### config.mk
export PLATFORM = sky130hd
export DESIGN_NAME = fsm_vector_sequencer_flat
export DESIGN_NICKNAME = d
export VERILOG_FILES = /design/src/rtl/fsm_vector_sequencer_pkg.sv /design/src/rtl/fsm_vector_sequencer_if.sv /design/src/rtl/fsm_vector_sequencer_mem.sv /design/src/rtl/fsm_vector_sequencer.sv /design/src/flat_wrapper.sv
export SDC_FILE = /design/constraint.sdc
export NUM_CORES = 1
export LEC_CHECK = 0
export ABC_AREA = 1
export CORE_ASPECT_RATIO = 0.75
export CORE_MARGIN = 5
export CORE_UTILIZATION = 58
export CTS_CLUSTER_DIAMETER = 50
export CTS_CLUSTER_SIZE = 28
export DETAILED_ROUTE_END_ITERATION = 12
export GPL_TIMING_DRIVEN = 1
export PLACE_DENSITY = 0.82
export SYNTH_ARGS = -nofsm -noshare
export SYNTH_HDL_FRONTEND = slang
export SYNTH_SLANG_ARGS = --single-unit
### constraint.sdc
create_clock -name clk -period 1.6 [get_ports clk]
set_input_delay 0.32 -clock clk [delete_from_list [all_inputs] [get_ports clk]]
set_output_delay 0.32 -clock clk [all_outputs]
set_load 0.01 [all_outputs]
### src/rtl/fsm_vector_sequencer_pkg.sv
// Shared types for the vector sequencer: FSM state encoding and the packed
// table entry {i, j, exp_x, exp_y}.
package fsm_seq_pkg;

  typedef enum logic [2:0] {IDLE, PREP, RUN, DRAIN, DONE} seq_state_t;

  typedef struct packed {
    logic i;
    logic j;
    logic exp_x;
    logic exp_y;
  } seq_vec_t;

  localparam int MAX_RESP_LAT = 4;

endpackage

### src/rtl/fsm_vector_sequencer_if.sv
// Host-side bundle of the vector sequencer: table write port, run control
// and run results.
interface fsm_vector_sequencer_if #(
  parameter int DEPTH = 16,
  parameter int CNT_W = 8
);
  localparam int AW = $clog2(DEPTH);

  logic             wr_en;
  logic [AW-1:0]    wr_addr;
  logic [3:0]       wr_data;
  logic [AW:0]      len;
  logic             start;
  logic             busy;
  logic             done;
  logic             pass;
  logic [CNT_W-1:0] err_cnt;
  logic [AW-1:0]    first_err;

  modport master (
    output wr_en, wr_addr, wr_data, len, start,
    input  busy, done, pass, err_cnt, first_err
  );

  modport slave (
    input  wr_en, wr_addr, wr_data, len, start,
    output busy, done, pass, err_cnt, first_err
  );

endinterface

### src/rtl/fsm_vector_sequencer_mem.sv
// Vector table: one synchronous write port, one asynchronous read port.
// Contents are deliberately not reset.
module fsm_seq_mem
  import fsm_seq_pkg::*;
#(
  parameter int DEPTH = 16,
  parameter int AW    = $clog2(DEPTH)
) (
  input  logic          clk,
  input  logic          we,
  input  logic [AW-1:0] waddr,
  input  seq_vec_t      wdata,
  input  logic [AW-1:0] raddr,
  output seq_vec_t      rdata
);

  seq_vec_t mem [DEPTH];

  always_ff @(posedge clk) begin
    if (we) mem[waddr] <= wdata;
  end

  assign rdata = mem[raddr];

endmodule

### src/rtl/fsm_vector_sequencer.sv
// Drives stored {i,j} vectors into a small control FSM and checks its {x,y}
// response after RESP_LAT clocks, reporting error count and first failure.
//
// state | meaning
// IDLE  | waiting for start; table writable
// PREP  | one cycle with the FSM held in reset
// RUN   | one table vector applied per cycle
// DRAIN | RESP_LAT cycles for the last responses to be checked
// DONE  | done pulse, pass valid
module fsm_vector_sequencer
  import fsm_seq_pkg::*;
#(
  parameter int DEPTH    = 16,
  parameter int RESP_LAT = 1,
  parameter int CNT_W    = 8
) (
  input  logic                   clk,
  input  logic                   rstn,
  fsm_vector_sequencer_if.slave  host,
  output logic                   dut_rstn,
  output logic                   i,
  output logic                   j,
  input  logic                   x,
  input  logic                   y
);

  localparam int AW = $clog2(DEPTH);
  localparam int LW = AW + 1;
  localparam int DW = $clog2(MAX_RESP_LAT);

  seq_state_t                  state;
  logic [LW-1:0]               len_q;
  logic [LW-1:0]               idx;
  logic [DW-1:0]               drain_cnt;
  logic                        busy_q;
  logic                        done_q;
  logic                        pass_q;
  logic [CNT_W-1:0]            err_q;
  logic [AW-1:0]               first_q;
  logic [RESP_LAT-1:0]         dl_vld;
  logic [RESP_LAT-1:0]         dl_x;
  logic [RESP_LAT-1:0]         dl_y;
  logic [RESP_LAT-1:0][AW-1:0] dl_idx;
  logic [AW-1:0]               rd_addr;
  seq_vec_t                    rd_vec;
  logic                        drive;

  fsm_seq_mem #(.DEPTH(DEPTH)) u_mem (
    .clk   (clk),
    .we    (host.wr_en && !busy_q),
    .waddr (host.wr_addr),
    .wdata (seq_vec_t'(host.wr_data)),
    .raddr (rd_addr),
    .rdata (rd_vec)
  );

  assign rd_addr = idx[AW-1:0];
  // A vector is launched on the PREP->RUN edge and on every RUN edge until len is reached.
  assign drive   = ((state == PREP) && (len_q != '0)) ||
                   ((state == RUN)  && (idx != len_q));

  always_ff @(posedge clk or negedge rstn) begin
    if (!rstn) begin
      state     <= IDLE;
      busy_q    <= 1'b0;
      done_q    <= 1'b0;
      pass_q    <= 1'b0;
      err_q     <= '0;
      first_q   <= '0;
      dut_rstn  <= 1'b0;
      i         <= 1'b0;
      j         <= 1'b0;
      len_q     <= '0;
      idx       <= '0;
      drain_cnt <= '0;
      dl_vld    <= '0;
      dl_x      <= '0;
      dl_y      <= '0;
      dl_idx    <= '0;
    end else begin
      for (int n = RESP_LAT - 1; n > 0; n--) begin
        dl_vld[n] <= dl_vld[n-1];
        dl_x[n]   <= dl_x[n-1];
        dl_y[n]   <= dl_y[n-1];
        dl_idx[n] <= dl_idx[n-1];
      end
      dl_vld[0] <= drive;
      dl_x[0]   <= rd_vec.exp_x;
      dl_y[0]   <= rd_vec.exp_y;
      dl_idx[0] <= rd_addr;
      i         <= drive ? rd_vec.i : 1'b0;
      j         <= drive ? rd_vec.j : 1'b0;
      if (drive) idx <= idx + LW'(1);

      if (dl_vld[RESP_LAT-1] && ({x, y} != {dl_x[RESP_LAT-1], dl_y[RESP_LAT-1]})) begin
        if (err_q != '1) err_q <= err_q + CNT_W'(1);
        if (err_q == '0) first_q <= dl_idx[RESP_LAT-1];
      end

      case (state)
        IDLE: begin
          if (host.start) begin
            len_q    <= (host.len > LW'(DEPTH)) ? LW'(DEPTH) : host.len;
            err_q    <= '0;
            first_q  <= '0;
            pass_q   <= 1'b0;
            idx      <= '0;
            busy_q   <= 1'b1;
            dut_rstn <= 1'b0;
            state    <= PREP;
          end
        end
        PREP: begin
          dut_rstn <= 1'b1;
          if (len_q == '0) begin
            drain_cnt <= DW'(RESP_LAT - 1);
            state     <= DRAIN;
          end else begin
            state <= RUN;
          end
        end
        RUN: begin
          if (idx == len_q) begin
            drain_cnt <= DW'(RESP_LAT - 1);
            state     <= DRAIN;
          end
        end
        DRAIN: begin
          if (drain_cnt == '0) begin
            done_q <= 1'b1;
            pass_q <= (err_q == '0);
            state  <= DONE;
          end else begin
            drain_cnt <= drain_cnt - DW'(1);
          end
        end
        DONE: begin
          done_q <= 1'b0;
          busy_q <= 1'b0;
          state  <= IDLE;
        end
        default: state <= IDLE;
      endcase
    end
  end

  assign host.busy      = busy_q;
  assign host.done      = done_q;
  assign host.pass      = pass_q;
  assign host.err_cnt   = err_q;
  assign host.first_err = first_q;

endmodule

### src/flat_wrapper.sv
// flat-port wrapper written by rule: the top's interface ports become plain ports
module fsm_vector_sequencer_flat import fsm_seq_pkg::*;
#(
  parameter int DEPTH    = 16,
  parameter int RESP_LAT = 1,
  parameter int CNT_W    = 8
)
  (clk, rstn, dut_rstn, i, j, x, y, host_wr_en, host_wr_addr, host_wr_data, host_len, host_start, host_busy, host_done, host_pass, host_err_cnt, host_first_err);
  fsm_vector_sequencer_if #(.DEPTH(DEPTH), .CNT_W(CNT_W)) host_i ();
  input  logic clk;
  input  logic rstn;
  output logic dut_rstn;
  output logic i;
  output logic j;
  input  logic x;
  input  logic y;
  input wire logic [$bits(host_i.wr_en)-1:0] host_wr_en;
  input wire logic [$bits(host_i.wr_addr)-1:0] host_wr_addr;
  input wire logic [$bits(host_i.wr_data)-1:0] host_wr_data;
  input wire logic [$bits(host_i.len)-1:0] host_len;
  input wire logic [$bits(host_i.start)-1:0] host_start;
  output wire logic [$bits(host_i.busy)-1:0] host_busy;
  output wire logic [$bits(host_i.done)-1:0] host_done;
  output wire logic [$bits(host_i.pass)-1:0] host_pass;
  output wire logic [$bits(host_i.err_cnt)-1:0] host_err_cnt;
  output wire logic [$bits(host_i.first_err)-1:0] host_first_err;
  assign host_i.wr_en = host_wr_en;
  assign host_i.wr_addr = host_wr_addr;
  assign host_i.wr_data = host_wr_data;
  assign host_i.len = host_len;
  assign host_i.start = host_start;
  assign host_busy = host_i.busy;
  assign host_done = host_i.done;
  assign host_pass = host_i.pass;
  assign host_err_cnt = host_i.err_cnt;
  assign host_first_err = host_i.first_err;
  fsm_vector_sequencer #(.DEPTH(DEPTH), .RESP_LAT(RESP_LAT), .CNT_W(CNT_W)) u_core (.clk(clk), .rstn(rstn), .host(host_i), .dut_rstn(dut_rstn), .i(i), .j(j), .x(x), .y(y));
endmodule
# Yosys cells after proc, flatten, opt, wreduce, memory -nomap -nowiden

Memory sizes are Yosys's and may differ from the RTL's.
Index checks and enable logic that the tools add are counted.

Add/subtract/negate cells: 3
Magnitude comparators: 1
Equal/unequal tests: 13
Multiplexer cells: 33
Reductions and logical operators: 23

Operators by type and width:

| kind                                                                   | count |
|---|---|
| 8-bit 2-to-1 mux                                                       | 4 |
| 5-bit 2-to-1 mux                                                       | 4 |
| 4-bit 2-to-1 mux                                                       | 4 |
| 3-bit case mux with 4 select lines                                     | 1 |
| 1-bit 2-to-1 mux                                                       | 9 |
| 3-bit 2-to-1 mux                                                       | 3 |
| 8-bit by 1-bit adder with 8-bit output (second input constant)         | 1 |
| 8-bit zero test                                                        | 1 |
| 2-bit != test (second input constant)                                  | 4 |
| 8-bit != test (second input constant)                                  | 1 |
| 1-bit case mux with 2 select lines                                     | 4 |
| 2-bit AND reduction                                                    | 4 |
| 2-bit nonzero test                                                     | 4 |
| 3-bit by 2-bit equality test with 1-bit output (second input constant) | 2 |
| 2-bit 2-to-1 mux                                                       | 3 |
| 2-bit case mux with 3 select lines                                     | 1 |
| 3-bit AND reduction                                                    | 2 |
| 5-bit by 1-bit adder with 5-bit output (second input constant)         | 1 |
| 5-bit equality test                                                    | 1 |
| 5-bit > comparator (second input constant)                             | 1 |
| 5-bit zero test                                                        | 1 |
| 5-bit != test                                                          | 1 |
| 5-bit nonzero test                                                     | 1 |
| 1-bit logical AND                                                      | 4 |
| other kinds (11)                                                       | 11 |

Bits in registers: 40
Bits in writable memories: 64
Bits of input ports: 19
Output and inout bits: 18
Logic and storage cells: 90
Memories: 1

Memory list:

| name             | words | bits a word | rd ports | clocked after memory_dff | write ports | RTL line                       | RTL |
|---|---|---|---|---|---|---|---|
| u_core.u_mem.mem | 16    | 4           | 1        | 0                        | 1           | fsm_vector_sequencer_mem.sv:17 | `seq_vec_t mem [DEPTH];` |

# Depth between registers and ports, before layout

Depth after elaboration: 6
Depth in mapped cells: 11
Depth with buffers taken out: 10

# By module

From an unflattened synthesis, not the netlist that was laid out.

Cell total of the unflattened synthesis: 531
Area, all modules: 4922.2 µm²

Modules (own cells, without submodules):

| module               | times used | cells an instance | area an instance (µm²) | sequential area each (µm²) |
|---|---|---|---|---|
| fsm_seq_mem          | 1          | 286               | 2886.5                 | 1921.8 |
| fsm_vector_sequencer | 1          | 245               | 2035.7                 | 1001.0 |

# Least setup slack after synthesis

OpenSTA, ideal clock, no wires.

Kind: flip-flop to flip-flop
From: reg u_core.err_q[0], in the netlist u_core.host.err_cnt[0]
To: reg u_core.err_q[3], in the netlist u_core.host.err_cnt[3]
Setup time: 122 ps
Arrival time: 1269 ps
Data required time: 1478 ps
Path slack: 209 ps
Stages on the path, launching flop included: 9
Path buffers: 0
Clock period less this slack: 1391 ps
Cells stage by stage: dfrtp_1 -> ha_1 -> nand2_1 -> nor2_1 -> nand4_2 -> nand2_1 -> o21ai_0 -> nand2_1 -> nor2_1

Word-level cells in the longest chain between the ends: 5
Elaborated cells between the ends (all ways): 6
Those cells by class: add/sub (1); eq/ne (1); mux (4)

RTL lines:

| item                                                                    | RTL line                    | RTL |
|---|---|---|
| from (decl)                                                             | fsm_vector_sequencer.sv:38  | `logic [CNT_W-1:0] err_q;` |
| from (signal assigned)                                                  | fsm_vector_sequencer.sv:96  | `if (err_q != '1) err_q <= err_q + CNT_W'(1);` |
| 8-bit by 1-bit adder with 8-bit output or 8-bit != test (tied branches) | fsm_vector_sequencer.sv:96  |  |
| 8-bit 2-to-1 mux (*)                                                    | fsm_vector_sequencer.sv:96  |  |
| 8-bit 2-to-1 mux (*)                                                    | fsm_vector_sequencer.sv:95  | `if (dl_vld[RESP_LAT-1] && ({x, y} != {dl_x[RESP_LAT-1], dl_y[RESP_LAT-1]})) begin` |
| 8-bit 2-to-1 mux                                                        | fsm_vector_sequencer.sv:102 | `if (host.start) begin` |
| 8-bit 2-to-1 mux (*)                                                    | fsm_vector_sequencer.sv:100 | `case (state)` |

Mark *: on every way between the ends. The rest lies on a longest branch, timed or not.
A chain may end at the register's enable or synchronous reset.

# Final worst setup path

From: reg u_core.j
To: out j

RTL lines:

| item                   | RTL line                   | RTL |
|---|---|---|
| from (decl)            | fsm_vector_sequencer.sv:22 | `output logic j,` |
| from (signal assigned) | fsm_vector_sequencer.sv:92 | `j <= drive ? rd_vec.j : 1'b0;` |
| to (decl)              | flat_wrapper.sv:14         | `output logic j;` |

No word-level cell between the ends.

==> flow_metrics.tcl <==
set metrics [dict create \
    vdd_drop_max_uv 797 \
    fin_nets 540 \
    max_slew_margin_pct 65.4 \
    fin_setup_tns_ns 0 \
    grt_max_degree 41 \
    crit_buf_inv 1 \
    cts_root_buf "clkbuf_8" \
    io_pins 37 \
    hold_viol_final 3 \
    final_util_pct 70.7 \
    synthTopCellsByArea "edfxtp_1, dfrtp_1, nand2_1" \
    violations "negative hold slack" \
    fill_cells 558 \
    crit_fanout 1 \
    clock.fmax_mhz 650 \
    crit_path_end_kind "output pin" \
    syn_area_per_cell_sq_um 10.2 \
    initial_core_util_pct 58.6 \
    syn2layout_area_growth_pct 20.7 \
    syn_nets 468 \
    crit_type "register to output pin" \
    dp_cells 602 \
    grt_usage_pct 22.0 \
    synth_top_cell_area_share_pct 42.2 \
    port_buffers 36 \
    critPathLaunchType "register" \
    die_height_um 86.8 \
    slowest_stage "clkdlybuf4s50_1" \
    min_path_type "input pin to async pin" \
    fin_crit_sh_pct 96.1 \
    arrival_ns 1.22 \
    worstMarginPinSlew_ns 0.519 \
    finalMaxSlewViolations 0 \
    netlist_area_sq_um 4560 \
    row_count 28 \
    dr.pass1.iters 7 \
    synthDistinctLibCells 38 \
    fin_crit_ns 1.54 \
    vias 3483 \
    multi_input_area_sq_um 1420 \
    cts_hold_buf 0 \
    die_w_um 112 \
    drt-initial-drc-count 400 \
    diodes 0 \
    ant_nets 0 \
    fin_skew_ns 0.0148 \
    cts.sinks 104 \
    ys_seq_elements 104 \
    synthArstFlopShare_pct 38.5 \
    crit_path_cell_trace "clkdlybuf4s50_1" \
    seqPwrFrac_pct 40.7 \
    fp.dieArea_sq_um 9750 \
    dp_hpwl_um 7100 \
    cp.required_ns 1.28 \
    yosysMostFrequentCell "nand2_1" \
    synth_top_cells_by_count "nand2_1, edfxtp_1, nor2_1, dfrtp_1, inv_1" \
    p_switching_mw 3.59 \
    clkPwrFrac_pct 17.0 \
    max_cap_violations 0 \
    grt_pass1_wl_um 16600 \
    internal-power_mw 5.40 \
    antenna_found_initial 0 \
    yosysSeqAreaShare_pct 64.1 \
    cts_max_path_buffers 2 \
    cts_tree "built" \
    setup_viol 0 \
    stdcell_count 627 \
    ys.warnings.count 0 \
    pre_cts_ws_ns -0.290 \
    powerDensity_nw_per_um2 1630 \
    clk_latency_ns 0.37 \
    outcome "complete, but fails checks" \
    clk_pin_slew_ns 0.11 \
    synth_edf_count 64 \
    grt_pass1_vias 3340 \
    routabilityCongestion 0.901 \
    overflow 0 \
    viasPerCell 5.56 \
    synthCells 445 \
    htreeDepth 3 \
    crit_family "buffers and inverters" \
    drc_errors 0 \
    finalWorstSetupSlack_ns 0.0617 \
    p_sw_share_pct 40.0 \
    drive_gt1_share_pct 16.1 \
    synth-main-ff-cell "edfxtp_1" \
    hold_ws_ns -0.00314 \
    routedWlPerCell_um 16.5 \
    power_frac_comb_pct 42.3 \
    cts_buffers 9 \
    seq_area_sq_um 2930 \
    slowest_delay_ns 0.53 \
    yosys.area.top_type "edfxtp_1" \
    coreArea_sq_um 7780 \
    cellLeakagePower_nw 2.36 \
    wirelength_um 10300 \
]
==> state kept, by name, indices dropped and copies added (netlist names), 2 cells and up <==
name / cells
u_core.dl_idx: 4
u_core.drain_cnt: 2
u_core.host.err_cnt: 8
u_core.host.first_err: 4
u_core.idx: 5
u_core.len_q: 5
u_core.state: 3
u_core.u_mem.mem: 64
==> metrics by stage <==
stage / power [mW] / instance area, sq um
global placement: 7.16 / 5190
CTS: 8.80 / 5410
finish: 8.99 / 5500
global route: 9.60 / 5500
floorplan: 5.99 / 4560
detailed placement: 7.30 / 5190
==> final cells by class <==
type                       count  share of cell area, %
clock buffer                   9                   2.25
timing repair buffer          76                   12.1
multi-input combinational    284                   25.9
tap                          105                   2.39
inverter                      42                   3.00
sequential                   104                   53.2
clock inverter                 7                   1.16
==> power by group through the flow <==
stage / Sequential, mW / Clock (mW) / Combinational (mW)
2_1_floorplan: 3.66 / 0 / 2.34
3_3_place_gp: 3.71 / 0 / 3.45
3_5_place_dp: 3.73 / 0 / 3.57
4_1_cts: 3.65 / 1.56 / 3.59
5_1_grt: 3.72 / 1.66 / 4.22
6_report: 3.66 / 1.53 / 3.80
==> cell families after synthesis <==
kind of cell	count (synthesis)	synth area share [%]
flip-flops	104	64.1
AO/OA/AOI/OAI	67	8.32
buffers and inverters	57	5.68
AND/OR/NAND/NOR	206	19.4
adder cells (fa/ha/maj)	4	1.10
XOR/XNOR	7	1.35
==> what timing repair did <==
action | 4_1_cts | 5_1_grt
endpoints found under the setup margin | 14 | 25
resized for setup | 16 | 17
gates cloned | 0 | 0
pin swaps | 0 | 3
buffers inserted | 5 | 4
==> layout by cell type, fill, tap and decap left out, drive strengths merged, types with 2 or more instances in the layout <==
master,instances
nand2,93
nor2,65
edfxtp,64
inv,44
buf,41
dfrtp,40
nand3,37
o21ai,37
clkdlybuf4s50,18
dlygate4sd2,14
a21oi,13
clkbuf,9
o22ai,6
nor3,5
xor2,4
o221ai,4
o211ai,4
ha,4
clkinv,4
xnor2,3
dlymetal6s2s,3
nand3b,2
nand4,2
==> layer usage <==
| layer | part of all wire [%] | global-route usage, % | wire, um | up-vias |
|---|---|---|---|---|
| met5 | 0 | 0 | 0 | - |
| met4 | 2.0 | 7.75 | 203 | 0 |
| met3 | 7.9 | 4.54 | 819 | 22 |
| met2 | 47 | 34.3 | 4810 | 154 |
| met1 | 43 | 31.0 | 4480 | 1657 |
| li1 | - | - | - | 1650 |
==> worst paths after layout <==
path | from | endpoint | slack (ns) | depth (start not counted)
setup reg to reg | u_core.host.err_cnt[0] | u_core.host.err_cnt[2] | 0.08 | 8
hold reg to reg | u_core.dut_rstn | u_core.dut_rstn | 0.48 | 2
setup / recovery | u_core.j | j | 0.06 | 1
max in group asynchronous | rstn | u_core.idx[1] | 1.20 | 2
min in group clk | u_core.dut_rstn | u_core.dut_rstn | 0.48 | 2
hold / removal | rstn | u_core.dl_x | -0.003 | 2
(Power assumes the default switching activity.)
